## config.mk

```make
export PLATFORM = sky130hd
export DESIGN_NAME = legv8_if_id_queue_flat
export DESIGN_NICKNAME = d
export VERILOG_FILES = /design/src/rtl/legv8_pkg.sv /design/src/rtl/legv8_if_id_queue_if.sv /design/src/rtl/legv8_ifq_ram.sv /design/src/rtl/legv8_if_id_queue.sv /design/src/flat_wrapper.sv
export SDC_FILE = /design/constraint.sdc
export NUM_CORES = 1
export LEC_CHECK = 0
export ABC_AREA = 1
export CAP_MARGIN = 0
export CELL_PAD_IN_SITES_DETAIL_PLACEMENT = 1
export CELL_PAD_IN_SITES_GLOBAL_PLACEMENT = 1
export CORE_MARGIN = 2
export CORE_UTILIZATION = 44
export DETAILED_ROUTE_END_ITERATION = 8
export PLACE_DENSITY = 0.84
export SYNTH_ARGS = -nofsm -noshare
export SYNTH_HDL_FRONTEND = slang
export SYNTH_SLANG_ARGS = --single-unit
export TNS_END_PERCENT = 10
```

## constraint.sdc

```tcl
create_clock -name clk -period 12.5 [get_ports clk]
set_input_delay 1.25 -clock clk [delete_from_list [all_inputs] [get_ports clk]]
set_output_delay 1.25 -clock clk [all_outputs]
set_load 0.01 [all_outputs]
```

## src/rtl/legv8_pkg.sv

```systemverilog
// Shared LEGv8 front-end types: instruction/address widths and the IF->ID entry record.
package legv8_pkg;

  localparam int INSTR_W = 32;
  localparam int ADDR_W  = 64;
  localparam int ENTRY_W = ADDR_W + INSTR_W;

  // Bubble word the ID stage injects; the queue itself outputs zeros when empty.
  localparam logic [INSTR_W-1:0] LEGV8_NOP = 32'hD503201F;

  typedef struct packed {
    logic [ADDR_W-1:0]  pc;
    logic [INSTR_W-1:0] instr;
  } if_entry_t;

endpackage

```

## src/rtl/legv8_if_id_queue_if.sv

```systemverilog
// IF->ID queue bus: fetch-side push handshake, decode-side pop handshake, flush and occupancy.
// With LEGV8_IFQ_PERF_EN defined the bus also carries the flush drop counter.
interface legv8_if_id_queue_if #(
  parameter int DEPTH = 4
);
  localparam int PTR_W = $clog2(DEPTH);

  logic              flush;
  logic              in_valid;
  logic [63:0]       in_pc;
  logic [31:0]       in_instr;
  logic              in_ready;
  logic              out_valid;
  logic [63:0]       out_pc;
  logic [31:0]       out_instr;
  logic              out_ready;
  logic [PTR_W:0]    count;
`ifdef LEGV8_IFQ_PERF_EN
  logic [31:0]       flush_drop_cnt;

  modport slave (
    input  flush, in_valid, in_pc, in_instr, out_ready,
    output in_ready, out_valid, out_pc, out_instr, count, flush_drop_cnt
  );
  modport master (
    output flush, in_valid, in_pc, in_instr, out_ready,
    input  in_ready, out_valid, out_pc, out_instr, count, flush_drop_cnt
  );
`else
  modport slave (
    input  flush, in_valid, in_pc, in_instr, out_ready,
    output in_ready, out_valid, out_pc, out_instr, count
  );
  modport master (
    output flush, in_valid, in_pc, in_instr, out_ready,
    input  in_ready, out_valid, out_pc, out_instr, count
  );
`endif
endinterface

```

## src/rtl/legv8_ifq_ram.sv

```systemverilog
// DEPTH-entry storage for the IF->ID queue: one synchronous write port, one combinational read port.
module legv8_ifq_ram
  import legv8_pkg::*;
#(
  parameter int DEPTH = 4,
  parameter int PTR_W = $clog2(DEPTH)
) (
  input  logic             clk,
  input  logic             we,
  input  logic [PTR_W-1:0] waddr,
  input  if_entry_t        wdata,
  input  logic [PTR_W-1:0] raddr,
  output if_entry_t        rdata
);

  if_entry_t mem [DEPTH];

  // NOTE: storage has no reset; occupancy is tracked by the count in the top, so stale entries are never observed.
  always_ff @(posedge clk) begin
    if (we) mem[waddr] <= wdata;
  end

  assign rdata = mem[raddr];

endmodule

```

## src/rtl/legv8_if_id_queue.sv

```systemverilog
// IF->ID instruction queue: buffers {pc, instr} while ID stalls, drops everything on a taken branch.
// Optional LEGV8_IFQ_PERF_EN adds a saturating count of entries discarded by flushes.
module legv8_if_id_queue
  import legv8_pkg::*;
#(
  parameter int DEPTH = 4
) (
  input  logic                 clk,
  input  logic                 rst,
  legv8_if_id_queue_if.slave   q
);

  localparam int PTR_W = $clog2(DEPTH);
  localparam logic [PTR_W:0] FULL = (PTR_W + 1)'(DEPTH);

  if (DEPTH < 2 || (DEPTH & (DEPTH - 1)) != 0) begin : g_depth_check
    $error("legv8_if_id_queue: DEPTH must be a power of two and at least 2");
  end

  logic [PTR_W-1:0] wr_ptr, rd_ptr;
  logic [PTR_W:0]   count_q;
  logic             in_ready, out_valid, push, pop;
  if_entry_t        wdata, rdata;

  // in_ready deliberately ignores out_ready: a full queue never accepts, even while popping.
  assign in_ready  = (count_q != FULL);
  assign out_valid = (count_q != '0);
  assign push      = q.in_valid & in_ready & ~q.flush;
  assign pop       = out_valid & q.out_ready & ~q.flush;

  assign wdata = '{pc: q.in_pc, instr: q.in_instr};

  legv8_ifq_ram #(.DEPTH(DEPTH), .PTR_W(PTR_W)) u_ram (
    .clk   (clk),
    .we    (push),
    .waddr (wr_ptr),
    .wdata (wdata),
    .raddr (rd_ptr),
    .rdata (rdata)
  );

  // NOTE: state registers use non-blocking assignments so every flop samples pre-edge values.
  always_ff @(posedge clk or posedge rst) begin
    if (rst) begin
      wr_ptr  <= '0;
      rd_ptr  <= '0;
      count_q <= '0;
    end else if (q.flush) begin
      wr_ptr  <= '0;
      rd_ptr  <= '0;
      count_q <= '0;
    end else begin
      if (push) wr_ptr <= wr_ptr + 1'b1;
      if (pop)  rd_ptr <= rd_ptr + 1'b1;
      case ({push, pop})
        2'b10:   count_q <= count_q + 1'b1;
        2'b01:   count_q <= count_q - 1'b1;
        default: count_q <= count_q;
      endcase
    end
  end

  assign q.in_ready  = in_ready;
  assign q.out_valid = out_valid;
  assign q.out_pc    = out_valid ? rdata.pc    : '0;
  assign q.out_instr = out_valid ? rdata.instr : '0;
  assign q.count     = count_q;

`ifdef LEGV8_IFQ_PERF_EN
  logic [31:0] drop_cnt;
  logic [32:0] drop_sum;

  assign drop_sum = {1'b0, drop_cnt} + 33'(count_q);

  always_ff @(posedge clk or posedge rst) begin
    if (rst)          drop_cnt <= '0;
    else if (q.flush) drop_cnt <= drop_sum[32] ? 32'hFFFF_FFFF : drop_sum[31:0];
  end

  assign q.flush_drop_cnt = drop_cnt;
`endif

endmodule

```

## src/flat_wrapper.sv

```systemverilog
// flat-port wrapper written by rule: the top's interface ports become plain ports
module legv8_if_id_queue_flat import legv8_pkg::*;
#(
  parameter int DEPTH = 4
)
  (clk, rst, q_flush, q_in_valid, q_in_pc, q_in_instr, q_out_ready, q_in_ready, q_out_valid, q_out_pc, q_out_instr, q_count);
  legv8_if_id_queue_if #(.DEPTH(DEPTH)) q_i ();
  input  logic clk;
  input  logic rst;
  input wire logic [$bits(q_i.flush)-1:0] q_flush;
  input wire logic [$bits(q_i.in_valid)-1:0] q_in_valid;
  input wire logic [$bits(q_i.in_pc)-1:0] q_in_pc;
  input wire logic [$bits(q_i.in_instr)-1:0] q_in_instr;
  input wire logic [$bits(q_i.out_ready)-1:0] q_out_ready;
  output wire logic [$bits(q_i.in_ready)-1:0] q_in_ready;
  output wire logic [$bits(q_i.out_valid)-1:0] q_out_valid;
  output wire logic [$bits(q_i.out_pc)-1:0] q_out_pc;
  output wire logic [$bits(q_i.out_instr)-1:0] q_out_instr;
  output wire logic [$bits(q_i.count)-1:0] q_count;
  assign q_i.flush = q_flush;
  assign q_i.in_valid = q_in_valid;
  assign q_i.in_pc = q_in_pc;
  assign q_i.in_instr = q_in_instr;
  assign q_i.out_ready = q_out_ready;
  assign q_in_ready = q_i.in_ready;
  assign q_out_valid = q_i.out_valid;
  assign q_out_pc = q_i.out_pc;
  assign q_out_instr = q_i.out_instr;
  assign q_count = q_i.count;
  legv8_if_id_queue #(.DEPTH(DEPTH)) u_core (.clk(clk), .rst(rst), .q(q_i));
endmodule
```

==> results of run 1 <==
-- Yosys cell counts --
master / count
nor2_1: 389
edfxtp_1: 384
o21ai_1: 124
a21oi_1: 99
o21ai_0: 72
buf_4: 22
nand2_1: 19
buf_2: 16
clkbuf_2: 16
clkbuf_1: 15
inv_1: 10
dfrtp_1: 7
buf_6: 5
inv_2: 5
ha_1: 4
nand2_2: 3
nand3_1: 2
nor2_2: 2
a21boi_1: 1
fa_1: 1
xnor2_1: 1
-- per-stage QoR --
stage               setup slack [ns]  instances  util, %
detailed placement             8.020       1793    51.16
floorplan                      6.398       1197        -
finish                         7.487       1867    54.81
CTS                            7.442       1866    54.80
global route                   7.274       1867    54.81
global placement               8.160       1793    51.16
-- power groups by stage --
stage	Sequential [µW]	Combinational (µW)	Clock (µW)
after floorplan	1580	651	0
after global placement	1580	1220	0
after detailed placement	1580	1260	0
after CTS	1560	1270	1170
after global routing	1560	1370	1220
final	1560	1250	1150
-- logic make-up (layout without fill, tap and decap cells) --
group                    Yosys count  in the layout  share of synthesized area (%)
adder cells (fa/ha/maj)            5              5                         0.4569
AND/OR/NAND/NOR                  415            415                          10.26
other                              0              1                              0
flip-flops                       391            391                          76.33
XOR/XNOR                           1              1                        0.05712
AO/OA/AOI/OAI                    296            296                          9.676
buffers and inverters             89            303                          3.223
-- path summary, 6_finish.rpt --
kind,cells after the start,end,startpoint
worst max-delay path,5,q_out_instr[16],u_core.rd_ptr[0]
worst max register to register,8,u_core.u_ram.mem[2][47],u_core.q.count[0]
min in group asynchronous,2,u_core.wr_ptr[1],rst
worst min register to register,1,u_core.q.count[0],u_core.q.count[0]
max in group asynchronous,2,u_core.rd_ptr[0],rst
worst min-delay path,1,u_core.q.count[0],u_core.q.count[0]
-- critical path: stages, from the launching register on --
cell and delay [ns]:
dfrtp_4 0.61, inv_6 0.54, buf_4 0.91, o21ai_0 0.25, a21oi_1 0.26, clkdlybuf4s50_1 0.58
-- flip-flops by register name, summed over array words and instances (netlist names) --
register and count:
u_core.rd_ptr 2, u_core.q.count 3, u_core.u_ram.mem 384, u_core.wr_ptr 2
-- routing by layer --
layer	vias to the layer above	routed length, µm	part of all wire [%]
met3	55	2024	5.2
met5	-	0	0
li1	4604	-	-
met4	0	725	1.9
met1	5085	16080	41
met2	253	20040	52
-- cell type report --
cell class                 count  area [µm²]
timing repair buffer         215        2117
clock buffer                  55        1121
fill                        3448       15570
antenna                        1       2.502
multi-input combinational    717        3166
inverter                      15       63.81
clock inverter                18       133.9
tap                          455       569.3
sequential                   391       11710
==> qor.txt, run 1 <==
Sw Pwr - 1247 µW
worst vdd ir - 0.1814 mV
area leader, netlist - edfxtp_1
largest net degree at the start of global routing - 101
initial antenna violation count - 3
RSZ-0062 raised after global routing - false
placed instance area - 17630 µm²
worst-path fanout max - 100
Remaining DRCs - 0
CTS Buffer Depth - 3
Clock Tree Root - clkbuf_16
DIE AREA - 36360 µm²
final count of negative-setup-slack endpoints - 0
CTS buffer count - 41
CP Launch Type - flip-flop
pwr dens - 209.8 nW/µm²
sequential power share - 39.3%
setup_tns - 0 ns
top cell type's share of synthesized area - 75.19%
leak pwr - 0.006303 µW
Syn Std Cell Area - 15340 µm²
Clock Power Share - 29.0%
Routed Wire Length - 38870 µm
I/O pin cnt - 202
drt first pass iters - 4
Clk Latency, worst-skew pair - 0.53 ns
GR Layer Usage met3 - 4.325%
WP data required - 11.25 ns
Routed Antenna Nets - 0
max-slew violation count - 0
WL/cell - 20.82 µm
initial core utilization - 44.51%
most common cell after layout, fill and taps aside - nor2_1
Comb pwr share - 31.6%
Slew headroom - 29.67%
most frequent cells in the layout - nor2_1, edfxtp_1, clkdlybuf4s50_1, o21ai_1, a21oi_1
Synth warnings - 0
Hold WC Path Type - reg2reg
Critical Path AT - 3.76 ns
CTS tree - done
status - finished clean
largest cells by area after synthesis - edfxtp_1, nor2_1, o21ai_1
reg2reg setup slack - 9.33 ns
gr usage total - 21.40%
Gate Count Post-Synth - 1197
final worst-path cycle share - 40.10%
met2 Use GR - 38.32%
Clock Sinks - 391
post-cts hold buffer count - 0
DR vias/cell - 5.355
Die X - 190.7 µm
syn avg cell area - 12.81 µm²
CTS clk-pin slew, worst paths - 0.06 ns
first-pass GRT wire length - 59700 µm
number of global-route vias before repair - 10930
post-CTS setup buffers - 0
CTS H-tree depth - 2
max-cap violation count - 0
number of buffers added on ports - 201
fin nets - 1487
Core Area - 34460 µm²
register area share after synthesis - 76.33%
Yosys reg bits - 391
DP Wirelength - 22510 µm
post_cts resized - 0
Die H - 190.7 µm
endpoints failing hold - 0
Hold WS - 0.6017 ns
WS Path Type - reg2out
fmax - 199.5 MHz
FP Rows - 68
Final Power - 3962 µW
Setup Skew - 0.01762 ns
Pint - 2715 µW
Via Count - 9997
post-layout min period - 5.013 ns
Net Count, Synth - 1303
worst slew pin tran - 1.055 ns
area delta synth->final - 23.15%
DR iter-0 viols - 520
crit path capture type - output pin
Sw Ratio - 31.47%
grt ovf - 0
gr busiest metal - met2
Distinct cells, synth - 21
global routing met1 resource utilization - 26.14%
Finished Cell Area - 18890 µm²
proportion of layout cells with a drive suffix above 1 - 5.670%
Final Wtd Congestion - 0.7975
Note: power is estimated with default switching activity, not from simulation.
==> run 2: changes to the inputs <==
CORE_UTILIZATION = 40   (was 44)
PLACE_DENSITY = 0.81   (was 0.84)
clock period = 4.2 ns   (was 12.5 ns; I/O delays follow)
==> qor.txt, run 2 (synthesized netlist as in run 1, its figures left out) <==
number of global-route vias before repair - 10990 (+0.55%)
I/O pin cnt - 202 (unchanged)
Worst path max stage delay - 0.81 ns (-0.10 ns)
drt first pass iters - 5 (+1)
max-slew violation count - 0 (unchanged)
Finished Cell Area - 19080 µm² (+1.0%)
Ant. Diodes - 0 (-1)
grt ovf - 0 (unchanged)
CP Launch Type - flip-flop
cells along the critical path - buf_4 > nor2_1 > nor2_1 > o21ai_0 > a21oi_1 > clkdlybuf4s50_1
pwr dens - 624.9 nW/µm² (+200%)
final core area utilization - 50.54% (-4.3 points)
post-layout min period - 3.667 ns
setup ws final - 0.5330 ns (-6.954 ns)
Hold WC Path Type - in2async
WP data required - 3.78 ns (-7.47 ns)
leak pwr - 0.006338 µW (+0.56%)
final worst-path cycle share - 87.31%
CTS Buffer Depth - 3 (unchanged)
WS Path Type - reg2out
initial antenna violation count - 1 (-2)
Via Count - 9967 (-0.30%)
DIE AREA - 39920 µm² (+9.8%)
Clock Tree Root - clkbuf_16
Routed Antenna Nets - 0 (unchanged)
flip-flop count of the largest register after layout - 384 (unchanged)
most common cell after layout, fill and taps aside - nor2_1
Die H - 199.8 µm (+4.8%)
DR iter-0 viols - 604 (+16%)
most frequent cells in the layout - nor2_1, edfxtp_1, clkdlybuf4s50_1, o21ai_1, a21oi_1
Clk Latency, worst-skew pair - 0.56 ns (+0.03 ns)
worst slew pin tran - 0.9776 ns (-0.07734 ns)
Reg with most FFs - u_core.u_ram.mem
RSZ-0062 raised after global routing - false
area delta synth->final - 24.43%
Final Power - 11920 µW (+200%)
CTS clk-pin slew, worst paths - 0.06 ns (about the same)
crit path capture type - output pin
Setup Skew - 0.01198 ns (-0.005638 ns)
fmax - 272.7 MHz
initial core utilization - 40.62% (-3.9 points)
Core Area - 37760 µm² (+9.6%)
largest net degree at the start of global routing - 106 (+5.0%)
worst-path fanout max - 50 (-50%)
Critical Path AT - 3.25 ns (-0.51 ns)
gr usage total - 20.25% (-1.1 points)
Die X - 199.8 µm (+4.8%)
Clock Sinks - 391 (unchanged)
placed instance area - 17810 µm² (+1.0%)
CTS H-tree depth - 2 (unchanged)
fin nets - 1490 (+0.20%)
status - finished clean
CTS buffer count - 41 (unchanged)
Slew headroom - 34.83% (+5.2 points)
max-cap violation count - 0 (unchanged)
dpl ws - 1.113 ns (-6.907 ns)
post-cts hold buffer count - 0 (unchanged)
Hold WS - 0.1335 ns (-0.4682 ns)
final count of negative-setup-slack endpoints - 0 (unchanged)
post-CTS setup buffers - 0 (unchanged)
first-pass GRT wire length - 61150 µm (+2.4%)
Routed Wire Length - 40080 µm (+3.1%)
worst vdd ir - 0.5166 mV (+180%)
FP Rows - 71 (+4.4%)
Worst path most repeated cell - nor2_1
endpoints failing hold - 0 (unchanged)
number of buffers added on ports - 201 (unchanged)
post_cts resized - 0 (unchanged)
DP Wirelength - 22760 µm (+1.1%)
slowest cell on the critical path - dfrtp_4
Final Wtd Congestion - 0.7385 (-7.4%)
WL/cell - 20.85 µm (+0.15%)
Remaining DRCs - 0 (unchanged)
FILL cells - 3790 (+9.9%)
DR vias/cell - 5.186 (-3.2%)
proportion of layout cells with a drive suffix above 1 - 6.237% (+0.57 points)
CTS tree - done
[run 2: cell types whose count changed in the layout (fill, tap and decap cells not counted)]
cell        before  now
clkinvlp_4       0    4
clkbuf_1        12    9
clkinv_2         5    4
buf_4           14   10
buf_12           0    7
diode_2          1    0
clkinv_4         0    2
clkbuf_8         0    1
inv_6            3    2
clkinv_1        11    6
[run 2: per-layer routing]
| metal | vias to the layer above | track usage [%] | routed length (µm) | part of all wire (%) |
|---|---|---|---|---|
| li1 | 4608 | - | - | - |
| met1 | 5040 | 24.92 | 16930 | 42 |
| met2 | 257 | 36.24 | 20470 | 51 |
| met3 | 60 | 3.595 | 1850 | 4.6 |
| met4 | 2 | 6.502 | 813 | 2.0 |
| met5 | - | 0 | 10 | 0.025 |
[run 2: final timing paths]
check                      slack [ns]  cells past startpoint                       to               from
max in group asynchronous        3.79                      2         u_core.rd_ptr[1]                rst
min in group clk                 0.51                      1  u_core.u_ram.mem[3][37]         q_in_pc[5]
setup reg to reg                 1.76                      7  u_core.u_ram.mem[1][60]  u_core.q.count[0]
hold reg to reg                  0.62                      2        u_core.q.count[1]  u_core.q.count[1]
setup / recovery                 0.53                      6          q_out_instr[29]   u_core.rd_ptr[0]
hold / removal                   0.13                      2        u_core.q.count[1]                rst
[run 2: stage by stage]
step / TNS, ns / std cells
after floorplan: -516.21 / 1197
after global placement: 0 / 1852
after detailed placement: 0 / 1852
after CTS: 0 / 1922
after global routing: 0 / 1922
final: 0 / 1922
[run 2: report_power, final]
part	leakage (µW)	internal (µW)	switching [µW]	total, µW
Clock	0.000607	2010	1450	3460
Combinational	0.00216	1630	2180	3810
Sequential	0.00358	4530	130	4660
Total	0.00634	8160	3760	11900
[run 2: layout make-up]
class | count | area [µm²] | share of cell area (%)
sequential | 391 | 11710 | 61.39
tap | 511 | 639.4 | 3.351
clock buffer | 53 | 1124 | 5.888
multi-input combinational | 717 | 3166 | 16.59
timing repair buffer | 218 | 2227 | 11.67
inverter | 15 | 63.81 | 0.3344
clock inverter | 17 | 148.9 | 0.7803
[run 2: worst max-delay path, delay by kind of cell (launching register included)]
family,cells,cell delay [ns]
compound gates,2,0.45
buf+inv,2,1.15
flops,1,0.81
simple gates,2,0.24
